**config.mk**
```make
export PLATFORM = sky130hd
export DESIGN_NAME = alu_iter
export DESIGN_NICKNAME = d
export VERILOG_FILES = /design/src/rtl/alu_iter.sv
export SDC_FILE = /design/constraint.sdc
export NUM_CORES = 1
export LEC_CHECK = 0
export ABC_AREA = 0
export CORE_MARGIN = 4
export CORE_UTILIZATION = 35
export CTS_CLUSTER_SIZE = 20
export DETAILED_ROUTE_END_ITERATION = 7
export GPL_TIMING_DRIVEN = 0
export PLACE_DENSITY = 0.68
export SYNTH_ARGS = -nofsm -noshare
export SYNTH_HDL_FRONTEND = slang
export SYNTH_SLANG_ARGS = --single-unit
export TNS_END_PERCENT = 5
```
**constraint.sdc**
```tcl
create_clock -name clk_i -period 1.98 [get_ports clk_i]
set_input_delay 0.297 -clock clk_i [delete_from_list [all_inputs] [get_ports clk_i]]
set_output_delay 0.297 -clock clk_i [all_outputs]
set_load 0.02 [all_outputs]
```
**src/rtl/alu_iter.sv**
```systemverilog
// Iterative ALU: registers operands, finishes single-cycle ops in one cycle and shifts one bit per cycle.
// Define ALU_FAST_SHIFT_EN to replace the bit-serial shifter with a one-cycle barrel shifter.
module alu_iter #(
    parameter int XLEN = 32,
    parameter int SHW  = 5
) (
    input  logic            clk_i,
    input  logic            rst_ni,
    input  logic            in_valid_i,
    output logic            in_ready_o,
    input  logic [3:0]      aluctrl_i,
    input  logic [XLEN-1:0] op_a_i,
    input  logic [XLEN-1:0] op_b_i,
    output logic            out_valid_o,
    input  logic            out_ready_i,
    output logic [XLEN-1:0] result_o,
    output logic            zero_o,
    output logic            illegal_o
);

    localparam logic [3:0] OP_ADD  = 4'b0000;
    localparam logic [3:0] OP_SUB  = 4'b1000;
    localparam logic [3:0] OP_SLL  = 4'b0001;
    localparam logic [3:0] OP_SLT  = 4'b0010;
    localparam logic [3:0] OP_SLTU = 4'b0011;
    localparam logic [3:0] OP_XOR  = 4'b0100;
    localparam logic [3:0] OP_SRL  = 4'b0101;
    localparam logic [3:0] OP_SRA  = 4'b1101;
    localparam logic [3:0] OP_OR   = 4'b0110;
    localparam logic [3:0] OP_AND  = 4'b0111;

`ifdef ALU_FAST_SHIFT_EN
    typedef enum logic [1:0] {S_IDLE = 2'd0, S_DONE = 2'd2} state_e;
`else
    typedef enum logic [1:0] {S_IDLE = 2'd0, S_SHIFT = 2'd1, S_DONE = 2'd2} state_e;
`endif

    state_e            state_q, state_d;
    logic [XLEN-1:0]   res_q, res_d;
    logic              ill_q, ill_d;
    logic [XLEN-1:0]   alu_res;
    logic              alu_ill;
    logic              accept;
    logic [SHW-1:0]    shamt;

    assign shamt = op_b_i[SHW-1:0];

`ifndef ALU_FAST_SHIFT_EN
    // res_q doubles as the working register while shifting.
    logic [SHW-1:0]    cnt_q, cnt_d;
    logic              left_q, left_d;
    logic              arith_q, arith_d;
    logic              is_shift;
    logic [XLEN-1:0]   step_res;

    assign step_res = left_q ? {res_q[XLEN-2:0], 1'b0}
                             : {arith_q & res_q[XLEN-1], res_q[XLEN-1:1]};
`endif

    always_comb begin
        alu_res = '0;
        alu_ill = 1'b0;
`ifndef ALU_FAST_SHIFT_EN
        is_shift = 1'b0;
`endif
        case (aluctrl_i)
            OP_ADD:  alu_res = op_a_i + op_b_i;
            OP_SUB:  alu_res = op_a_i - op_b_i;
            OP_SLT:  alu_res = {{(XLEN-1){1'b0}}, ($signed(op_a_i) < $signed(op_b_i))};
            OP_SLTU: alu_res = {{(XLEN-1){1'b0}}, (op_a_i < op_b_i)};
            OP_XOR:  alu_res = op_a_i ^ op_b_i;
            OP_OR:   alu_res = op_a_i | op_b_i;
            OP_AND:  alu_res = op_a_i & op_b_i;
`ifdef ALU_FAST_SHIFT_EN
            OP_SLL:  alu_res = op_a_i << shamt;
            OP_SRL:  alu_res = op_a_i >> shamt;
            OP_SRA:  alu_res = $signed(op_a_i) >>> shamt;
`else
            // A zero shift completes immediately with operand A unchanged.
            OP_SLL, OP_SRL, OP_SRA: begin
                is_shift = 1'b1;
                alu_res  = op_a_i;
            end
`endif
            default: alu_ill = 1'b1;
        endcase
    end

    assign in_ready_o  = (state_q == S_IDLE) || ((state_q == S_DONE) && out_ready_i);
    assign accept      = in_valid_i && in_ready_o;
    assign out_valid_o = (state_q == S_DONE);
    assign result_o    = res_q;
    assign zero_o      = out_valid_o && (res_q == '0);
    assign illegal_o   = ill_q;

    always_comb begin
        state_d = state_q;
        res_d   = res_q;
        ill_d   = ill_q;
`ifndef ALU_FAST_SHIFT_EN
        cnt_d   = cnt_q;
        left_d  = left_q;
        arith_d = arith_q;
`endif
        case (state_q)
            S_IDLE, S_DONE: begin
                if ((state_q == S_DONE) && out_ready_i) begin
                    state_d = S_IDLE;
                end
                if (accept) begin
                    res_d   = alu_res;
                    ill_d   = alu_ill;
                    state_d = S_DONE;
`ifndef ALU_FAST_SHIFT_EN
                    if (is_shift && (shamt != '0)) begin
                        cnt_d   = shamt;
                        left_d  = (aluctrl_i == OP_SLL);
                        arith_d = aluctrl_i[3];
                        state_d = S_SHIFT;
                    end
`endif
                end
            end
`ifndef ALU_FAST_SHIFT_EN
            S_SHIFT: begin
                res_d = step_res;
                cnt_d = cnt_q - SHW'(1);
                if (cnt_q == SHW'(1)) begin
                    state_d = S_DONE;
                end
            end
`endif
            default: state_d = S_IDLE;
        endcase
    end

    always_ff @(posedge clk_i or negedge rst_ni) begin
        if (!rst_ni) begin
            state_q <= S_IDLE;
            res_q   <= '0;
            ill_q   <= 1'b0;
`ifndef ALU_FAST_SHIFT_EN
            cnt_q   <= '0;
            left_q  <= 1'b0;
            arith_q <= 1'b0;
`endif
        end else begin
            state_q <= state_d;
            res_q   <= res_d;
            ill_q   <= ill_d;
`ifndef ALU_FAST_SHIFT_EN
            cnt_q   <= cnt_d;
            left_q  <= left_d;
            arith_q <= arith_d;
`endif
        end
    end

endmodule

```
==> results.ini, run 1 <==
[sta]
setup_slack_ns=-0.750
relSlewSlack=0.0958
hold_violations=19
tightest_slew_ns=1.34
final.min_clock_period_ns=2.73
setup_viol=32
clock.fmax_ghz=0.366
maxSlewViolCount=0
post-route-period-util=1.38
hold_slack_ns=-0.0284
finClkSkew_ns=0.00504
rsz0062_at_grt=true

[critical_path]
rrSetupSlack_ns=-0.59
worst_r2r_path_depth=8
path_cells=clkdlybuf4s50_1 > inv_1 > ha_1 > nand2b_4 > a221oi_4 > o41ai_2 > o31ai_2 > nor2_1 > a211o_1 > o211ai_1 > xor2_1 > o21ai_0
worst-path-stages=12
cp-endpoint=result_o[31]$_DFFE_PN0P_
worst_ep_arrival_time_ns=2.89
r2r-end=result_o[24]$_DFFE_PN0P_
start_kind=primary input
worstSetupEndpointType=flip-flop
cpPeakStageDelay_ns=0.48
critPathMaxFanout=3
critPathRequiredTime_ns=2.14
cpLargestDelayFamily=compound AO/OA/AOI/OAI gates
critPathBufInv=2
criticalPathCategory=primary input to flip-flop
slowest_stage=clkdlybuf4s50_1
cp-startpoint=op_b_i[24]
worstReg2RegStart=state_q[0]$_DFFE_PN0P_

[grt]
grt_pass1_vias=8663
grt_max_degree=24
grt_remaining_overflow=0
antenna_found_initial=0
grt_use_total=0.267
grt_first_pass_wirelength_mm=50.7

[power_and_ir_drop]
finalPower_mw=6.15
comb_power_share=0.610
intPower_mw=3.27
leakage_nw=4.48
peakVddDrop_v=0.000375
clkPwrFrac=0.141
seqPwrFrac=0.250
switching_share=0.469
power.switching_mw=2.88
powerDensity_nw_per_um2=570

[route]
route.detailed.drc=0
viasPerCell=6.23
wl_per_cell_um=22.6
drt_pass1_iterations=6
wl_mm=33.7
ant_nets=0
vias=9271
drtIter0Drc=1331

[clock_tree]
cts-root-buf=clkbuf_16
htree_levels=2
clock_latency_ns=0.29
numCtsBuffers=5
clock_path_buffers=2
cts_tree=built
clock_sinks=42
clk_pin_slew_ns=0.06

[finish]
fin_area_um2=10800
fill_cells=2022
drive_gt1_frac=0.278
finalNetCount=1391
antennaDiodeCount=0
area_growth_pct=45.1

[floorplanning]
core-area_um2=21000
dieArea_um2=23600
io_pins=108
die_w_um=154
die_y_um=154
start_util=0.355
num_rows=53

[min_path]
hold_class=primary input to asynchronous set/reset pin

[placed_design]
place_ws_ns=-2.13
dpl_cell_area_um2=8930
dp_hpwl_mm=24.0
gp_congestion=1.00
port_buffers=104

[synthesis]
synth_nets=1204
synthTopCellsByCount=ha_1 (105), inv_1 (99), o21ai_0 (95)
yosys.area.top_type=ha_1
synth_area_um2=7430
yosysMostFrequentCell=ha_1
synth_top_area_frac=0.177
synth_edf_count=0
ys_top_cells_by_area=ha_1 (18%), dfrtp_1 (14%), o21ai_0 (6.4%)
seq_area_frac_synth=0.141
ys.flop_type=dfrtp_1
synth_cells=1025
yosysWarningCount=0
synth.distinct_cells=75
ys_seq_elements=42
async_flop_share=1.00
syn_avg_cell_area_um2=7.25

[run]
max_cap_violations=0

[status]
failed_checks=hold timing, setup timing
status=complete, but fails checks

[worst register-to-register path: cells and delay by family, from the launching register on]
kind               cells  cell delay [ns]
DFF                    1             0.44
and+or+nand+nor        4             0.95
AOI/OAI and AO/OA      4             1.11
[layout by cell type, fill, tap and decap left out, drive strengths merged, types with 42 or more instances in the layout]
cell type / n
buf: 121
ha: 105
inv: 99
o21ai: 96
a21oi: 91
nor2: 71
nand2: 70
clkdlybuf4s50: 54
clkbuf: 50
dfrtp: 42
[metrics by stage]
stage | hold WS, ns | instances | utilization | TNS [ns]
2_1_floorplan | 0.00141 | 1025 | - | -11.65
3_3_place_gp | 0.464 | 1404 | 0.425 | -95.38
3_5_place_dp | 0.297 | 1405 | 0.426 | -63.02
4_1_cts | 0.000869 | 1479 | 0.496 | -14.74
5_1_grt | 0.0250 | 1488 | 0.515 | -17.60
6_report | -0.0284 | 1488 | 0.515 | -14.98
[layout make-up]
class,count,area [um2],area share
clock inverters,1,5.00,0.000464
clock buffers,7,143,0.0132
repair buffers,187,1660,0.154
multi-input cells,819,6780,0.628
well taps,275,344,0.0319
inverters,100,424,0.0393
flip-flops and latches,42,1050,0.0976
plain buffers,57,383,0.0355
[state kept, by name, indices dropped and copies added (netlist names)]
signal / flops
left_q: 1
arith_q: 1
result_o: 32
state_q: 2
cnt_q: 5
illegal_o: 1
[repair_timing]
| item | CTS | global route |
|---|---|---|
| pin swaps | 76 | 54 |
| hold buffers | 0 | 0 |
| resized for setup | 359 | 105 |
| endpoints found under the setup margin | 43 | 40 |
| setup buffers | 71 | 10 |
| cloned | 0 | 1 |
[routing by layer]
layer | global-route usage | vias up | share of wire
met1 | 0.365 | 4363 | 0.41
met4 | 0.103 | 0 | 0.051
met3 | 0.0490 | 141 | 0.10
met5 | 0 | - | 0
li1 | - | 4125 | -
met2 | 0.419 | 642 | 0.43
[cells by family (layout without fill, tap and decap cells)]
family	Yosys count	in the layout	share of synthesized area
xor gates and xnor gates	22	22	0.0259
buffers and inverters	164	352	0.0870
muxes	37	37	0.0510
AOI/OAI and AO/OA	373	373	0.328
DFF	42	42	0.141
adders and majority gates	107	107	0.182
and+or+nand+nor	280	280	0.185
[power groups by stage]
stage	combinational, mW	clock (mW)	sequential [mW]
final	3.75	0.864	1.54
after detailed placement	3.03	0	1.50
after floorplan	1.67	0	1.56
after global routing	3.99	0.877	1.55
after CTS	3.47	0.842	1.50
after global placement	2.99	0	1.50
[worst min path at each step]
stage,from,to,slack [ns],cells after the start
after CTS,rst_ni,cnt_q[2]$_DFFE_PN0P_,0.0009,1
after detailed placement,rst_ni,cnt_q[2]$_DFFE_PN0P_,0.30,1
after global routing,rst_ni,cnt_q[2]$_DFFE_PN0P_,0.02,1
after floorplan,rst_ni,arith_q$_DFFE_PN0P_,0.001,0
after global placement,illegal_o$_DFFE_PN0P_,illegal_o$_DFFE_PN0P_,0.46,2
final,rst_ni,cnt_q[2]$_DFFE_PN0P_,-0.03,1
No activity file was read; power rests on OpenSTA's default activity.
==> run 2, diff against run 1 <==
==> constraint.sdc (replaced) <==
create_clock -name clk_i -period 1.98 [get_ports clk_i]
set_input_delay 0.297 -clock clk_i [delete_from_list [all_inputs] [get_ports clk_i]]
set_output_delay 0.297 -clock clk_i [all_outputs]
set_load 0.05 [all_outputs]
==> run 2 against run 1 <==
Clock-buffer cell count is 1 lower. Setup slack hardly changed. Critical path depth is 1 higher. The run ends with setup timing left. Utilization is 0.79 points lower. Critical path type unchanged. Design area is 1.5% lower. Flip-flop and latch count stayed put. Non-clock buffer count is 14 lower. Worst hold slack better by 0.31 ns. Via count is 0.91% lower.
==> results.ini, run 2 (same netlist as run 1, synthesis figures left out) <==
[floorplanning]
start_util=0.355  ; unchanged
num_rows=53  ; unchanged
dieArea_um2=23600  ; unchanged
die_w_um=154  ; unchanged
core-area_um2=21000  ; unchanged
io_pins=108  ; unchanged
die_y_um=154  ; unchanged

[route]
drt_pass1_iterations=7  ; +1
wl_mm=33.1  ; -1.8%
ant_nets=0  ; unchanged
route.detailed.drc=0  ; unchanged
viasPerCell=6.23  ; about the same
vias=9187  ; -0.91%
wl_per_cell_um=22.4  ; -0.89%
drtIter0Drc=1264  ; -5.0%

[sta]
hold_slack_ns=0.286  ; +0.315 ns
setup_slack_ns=-0.750  ; +0.000125 ns
rsz0062_at_grt=true
maxSlewViolCount=0  ; unchanged
relSlewSlack=0.205  ; +0.110
finClkSkew_ns=0.0113  ; +0.00621 ns
post-route-period-util=1.38  ; about the same
clock.fmax_ghz=0.366  ; about the same
tightest_slew_ns=1.18  ; -0.163 ns
final.min_clock_period_ns=2.73  ; -0.000125 ns
hold_violations=0  ; -19
setup_viol=34  ; +6.3%

[critical_path]
worst_r2r_path_depth=8  ; unchanged
worstSetupEndpointType=flip-flop
r2r-end=result_o[24]$_DFFE_PN0P_
start_kind=primary input
critPathRequiredTime_ns=2.20  ; +0.06 ns
criticalPathCategory=primary input to flip-flop
worstReg2RegStart=state_q[0]$_DFFE_PN0P_
worst_ep_arrival_time_ns=2.95  ; +0.06 ns
critPathMaxFanout=8  ; +5
rrSetupSlack_ns=-0.47  ; +0.12 ns
cp-startpoint=op_b_i[6]

[clock_tree]
cts_tree=built
clk_pin_slew_ns=0.07  ; about the same
clock_sinks=42  ; unchanged
numCtsBuffers=5  ; unchanged
cts-root-buf=clkbuf_16
htree_levels=2  ; unchanged
clock_latency_ns=0.29  ; about the same
clock_path_buffers=2  ; unchanged

[power_and_ir_drop]
peakVddDrop_v=0.000554  ; +48%
powerDensity_nw_per_um2=621  ; +8.8%
leakage_nw=4.44  ; -0.87%
finalPower_mw=6.59  ; +7.2%

[min_path]
hold_class=primary input to flip-flop
hold_path_end=cnt_q[0]$_DFFE_PN0P_
hp-start=op_b_i[0]
hold_path_depth=3

[finish]
largest_register_ffs=32  ; unchanged
final_cell_mix=ha_1 (79), a21oi_1 (74), buf_4 (69), o21ai_0 (69), inv_1 (67)
area_growth_pct=42.8
fin_area_um2=10600  ; -1.5%
final_common_cell=ha_1
finalNetCount=1377  ; -1.0%
drive_gt1_frac=0.269  ; -0.00927

[placed_design]
port_buffers=104  ; unchanged
gp_congestion=1.01  ; +0.62%
dp_hpwl_mm=24.0  ; +0.35%
dpl_cell_area_um2=8930  ; about the same

[grt]
grt_remaining_overflow=0  ; unchanged
grt_use_total=0.262  ; -0.00454
grt_pass1_vias=8841  ; +2.1%
antenna_found_initial=0  ; unchanged
grt_first_pass_wirelength_mm=50.0  ; -1.4%
grt_max_degree=32  ; +33%

[status]
failed_checks=setup timing
status=complete, but fails checks

[run]
max_cap_violations=0  ; unchanged

## run 2: cell types whose count changed in the layout (fill, tap and decap cells not counted), moves of 3 or more
cell / previous run / this run
buf_4: 88 / 69
buf_6: 12 / 17
clkbuf_8: 6 / 3
clkdlybuf4s15_1: 0 / 3
clkdlybuf4s50_1: 54 / 50
ha_4: 25 / 22
inv_1: 64 / 67
inv_2: 22 / 25
inv_4: 10 / 5
nor2_1: 61 / 57
nor2_2: 5 / 10
## run 2: area by class of cell
class                      instances  area (um2)
fill                            2048       10300
multi-input combinational        819        6750
timing repair buffer             170        1480
sequential                        42        1050
buffer                            60         419
inverter                         100         404
tap                              275         344
clock buffer                       6         129
clock inverter                     2        37.5
antenna                            1        2.50
## run 2: metrics by stage
stage               utilization  setup TNS, ns  std cells  setup slack [ns]
CTS                       0.483         -16.58       1462            -0.786
global route              0.507         -19.30       1474            -0.844
finish                    0.507         -16.41       1475            -0.750
global placement          0.425         -95.61       1404             -2.32
detailed placement        0.426         -64.99       1405             -2.00
floorplan                     -         -14.66       1025            -0.599
## run 2: repair_timing
| action | CTS | global route |
|---|---|---|
| endpoints found under the setup margin | 45 | 41 |
| endpoints found under the hold margin | 11 | 0 |
| gates cloned | 1 | 0 |
| setup buffers | 51 | 12 |
| gates resized for setup | 323 | 128 |
| hold buffers | 1 | 0 |
| pin swaps | 68 | 58 |
## run 2: power by group
part | internal, mW | switching, mW
registers | 1.10 | 0.428
logic | 1.62 | 2.50
clock network | 0.596 | 0.352
## run 2: worst max-delay path, cell delays in order
cell and delay [ns]:
buf_4 0.12, inv_8 0.03, ha_4 0.25, buf_6 0.12
nor2_1 0.04, or3_4 0.40, a32o_2 0.30, o31ai_4 0.31
a211oi_2 0.17, o21ai_2 0.23, a311oi_2 0.16, or4_1 0.42
nand3_1 0.09
## run 2: layer usage
| layer | part of all wire | global-route usage | up-vias |
|---|---|---|---|
| met5 | 0 | 0 | - |
| met4 | 0.057 | 0.129 | 0 |
| met2 | 0.43 | 0.400 | 629 |
| met3 | 0.11 | 0.0585 | 140 |
| met1 | 0.40 | 0.351 | 4310 |
| li1 | - | - | 4108 |
## run 2: worst max path at each step
stage / end / slack, ns / depth (start not counted)
finish: result_o[27]$_DFFE_PN0P_ / -0.75 / 13
global route: result_o[29]$_DFFE_PN0P_ / -0.84 / 12
global placement: result_o[11]$_DFFE_PN0P_ / -2.32 / 9
CTS: result_o[30]$_DFFE_PN0P_ / -0.79 / 14
detailed placement: result_o[26]$_DFFE_PN0P_ / -2.00 / 13
floorplan: result_o[27]$_DFFE_PN0P_ / -0.60 / 12
==> run 3, diff against run 2 <==
--- a/config.mk
+++ b/config.mk
@@ -6,7 +6,7 @@
 export NUM_CORES = 1
 export LEC_CHECK = 0
 export ABC_AREA = 0
-export CORE_MARGIN = 4
+export CORE_MARGIN = 5
 export CORE_UTILIZATION = 35
 export CTS_CLUSTER_SIZE = 20
 export DETAILED_ROUTE_END_ITERATION = 7
==> run 3 against run 2 <==
The run still ends with setup timing left. Clock power fell by 9.8%. Global-route usage fell by 0.21 points. Worst hold slack got worse by 0.029 ns. Combinational power rose by 2%. Sequential share of layout area fell by 0.13 points. Setup slack improved by 0.018 ns. Critical path depth rose by 4. Clock-buffer cell count fell by 1. Routed wire length rose by 2.6%. Fmax rose by 0.66%. Non-clock buffer count rose by 5. Critical endpoint is now result_o[26]$_DFFE_PN0P_. Highest routed layer unchanged.
==> results.ini, run 3 (same netlist as run 1, synthesis figures left out) <==
[finish]
final_cell_mix=buf_4 (74), ha_1 (74), a21oi_1 (73)
drive_gt1_frac=0.291  ; +0.0221
final_util=0.514  ; +0.00752
largest_register_ffs=32  ; unchanged
area_growth_pct=45.0
finalNetCount=1382  ; +0.36%

[floorplanning]
die_y_um=156  ; +1.3%
die_w_um=156  ; +1.3%
num_rows=53  ; unchanged
dieArea_um2=24300  ; +2.6%
start_util=0.355  ; unchanged
io_pins=108  ; unchanged
core-area_um2=21000  ; unchanged

[route]
drt_pass1_iterations=6  ; -1
wl_mm=33.9  ; +2.6%
drtIter0Drc=1273  ; +0.71%
route.detailed.drc=0  ; unchanged
wl_per_cell_um=22.9  ; +2.3%
ant_nets=0  ; unchanged
viasPerCell=6.20  ; -0.42%
vias=9179  ; -0.087%

[placed_design]
dp_hpwl_mm=24.0  ; about the same
gp_congestion=1.00  ; -0.97%
port_buffers=104  ; unchanged

[power_and_ir_drop]
peakVddDrop_v=0.000332  ; -40%
leakage_nw=4.45  ; +0.14%
powerDensity_nw_per_um2=613  ; -1.3%

[clock_tree]
clk_pin_slew_ns=0.06  ; about the same
clock_latency_ns=0.30  ; about the same
htree_levels=2  ; unchanged
clock_sinks=42  ; unchanged
cts_tree=built
cts-root-buf=clkbuf_16
clock_path_buffers=2  ; unchanged
numCtsBuffers=5  ; unchanged

[critical_path]
start_kind=primary input
critPathBufInv=6  ; +3
critPathMaxFanout=3  ; -5
criticalPathCategory=primary input to flip-flop
worstSetupEndpointType=flip-flop
cpPeakStageDelay_ns=0.39  ; -0.03 ns
crit_top_cell=buf_4
slowest_stage=a2111oi_4
cpLargestDelayFamily=compound AO/OA/AOI/OAI gates
path_cells=buf_8 > inv_4 > ha_4 > inv_2 > fa_2 > nor2b_4 > o211ai_1 > buf_4 > a31oi_4 > nand3_4 > buf_6 > a2111oi_4 > buf_4 > o21ai_2 > mux2i_1 > nor2_1 > o21ai_1
critPathRequiredTime_ns=2.14  ; -0.06 ns
worst_ep_arrival_time_ns=2.87  ; -0.08 ns

[sta]
finalSetupTns_ns=-16.03  ; +0.377 ns
clock.fmax_ghz=0.369  ; +0.66%
relSlewSlack=0.427  ; +0.222
tightest_slew_ns=0.859  ; -0.322 ns
setup_viol=33  ; -2.9%
hold_violations=0  ; unchanged
setup_slack_ns=-0.732  ; +0.0178 ns
rsz0062_at_grt=true
post-route-period-util=1.37  ; -0.00898
finClkSkew_ns=0.0123  ; +0.00104 ns
maxSlewViolCount=0  ; unchanged
final.min_clock_period_ns=2.71  ; -0.0178 ns

[grt]
grt_remaining_overflow=0  ; unchanged
grt_use_total=0.260  ; -0.00214
antenna_found_initial=1  ; +1
grt_max_degree=39  ; +22%
grt_first_pass_wirelength_mm=50.3  ; +0.70%
grt_pass1_vias=8783  ; -0.66%

[min_path]
hold_class=primary input to flip-flop

[run]
max_cap_violations=0  ; unchanged

[status]
failed_checks=setup timing
status=complete, but fails checks

run 3: changes by cell type in the layout (fill, tap and decap cells not counted), sizes merged:
cell / before / now
dlymetal6s2s: 6 / 4
buf: 106 / 109
clkdlybuf4s15: 4 / 2
clkinv: 1 / 3
dlygate4sd2: 18 / 21
clkinvlp: 1 / 2
bufinv: 1 / 0
clkbuf: 51 / 53
inv: 99 / 98
run 3: worst paths after layout:
check | cells past startpoint | slack, ns | end | start
setup reg to reg | 8 | -0.50 | result_o[24]$_DFFE_PN0P_ | state_q[0]$_DFFE_PN0P_
max in group asynchronous | 3 | 1.17 | result_o[6]$_DFFE_PN0P_ | rst_ni
hold reg to reg | 2 | 0.48 | illegal_o$_DFFE_PN0P_ | illegal_o$_DFFE_PN0P_
setup / recovery | 17 | -0.73 | result_o[26]$_DFFE_PN0P_ | op_a_i[0]
hold / removal | 3 | 0.26 | cnt_q[4]$_DFFE_PN0P_ | op_b_i[4]
min in group asynchronous | 2 | 0.36 | cnt_q[0]$_DFFE_PN0P_ | rst_ni
run 3: repair_timing:
action	in CTS	in global routing
setup buffers	54	18
hold endpoints to repair	4	0
pin swaps	83	64
hold buffers	1	0
resized for setup	382	108
endpoints found under the setup margin	45	38
gates cloned	0	0
run 3: power breakdown:
part           internal [mW]  leakage, nW  total [mW]  switching [mW]
combinational           1.67         3.85        4.22            2.55
clock                  0.468       0.0698       0.855           0.387
sequential              1.10        0.525        1.53           0.431
run 3: cell type report:
| cell class | count | area, um2 |
|---|---|---|
| timing repair buffer | 177 | 1590 |
| sequential | 42 | 1050 |
| buffer | 58 | 375 |
| antenna | 1 | 2.50 |
| fill | 2087 | 10200 |
| tap | 275 | 344 |
| clock inverter | 3 | 21.3 |
| multi-input combinational | 819 | 6860 |
| clock buffer | 5 | 125 |
| inverter | 100 | 413 |
run 3: metal layers:
layer,vias up,part of all wire,track usage,wire [um]
li1,4106,-,-,-
met1,4354,0.41,0.353,13800
met2,597,0.44,0.397,14800
met3,122,0.11,0.0521,3620
met4,0,0.050,0.123,1700
met5,-,0,0,0
run 3: through the flow:
step	cell area [um2]	instances	setup slack, ns	power [mW]	hold WS (ns)
finish	10800	1480	-0.732	6.61	0.257
global route	10800	1480	-0.780	6.89	0.286
CTS	10300	1462	-0.731	6.26	0.297
detailed placement	8930	1405	-2.18	4.97	0.129
global placement	8910	1404	-2.19	4.93	0.464
floorplan	7520	1025	-0.599	3.67	0.00141
run 3: worst min-delay path, stage by stage:
cell and delay (ns):
buf_6 0.10, nand2_1 0.05, o211ai_1 0.07
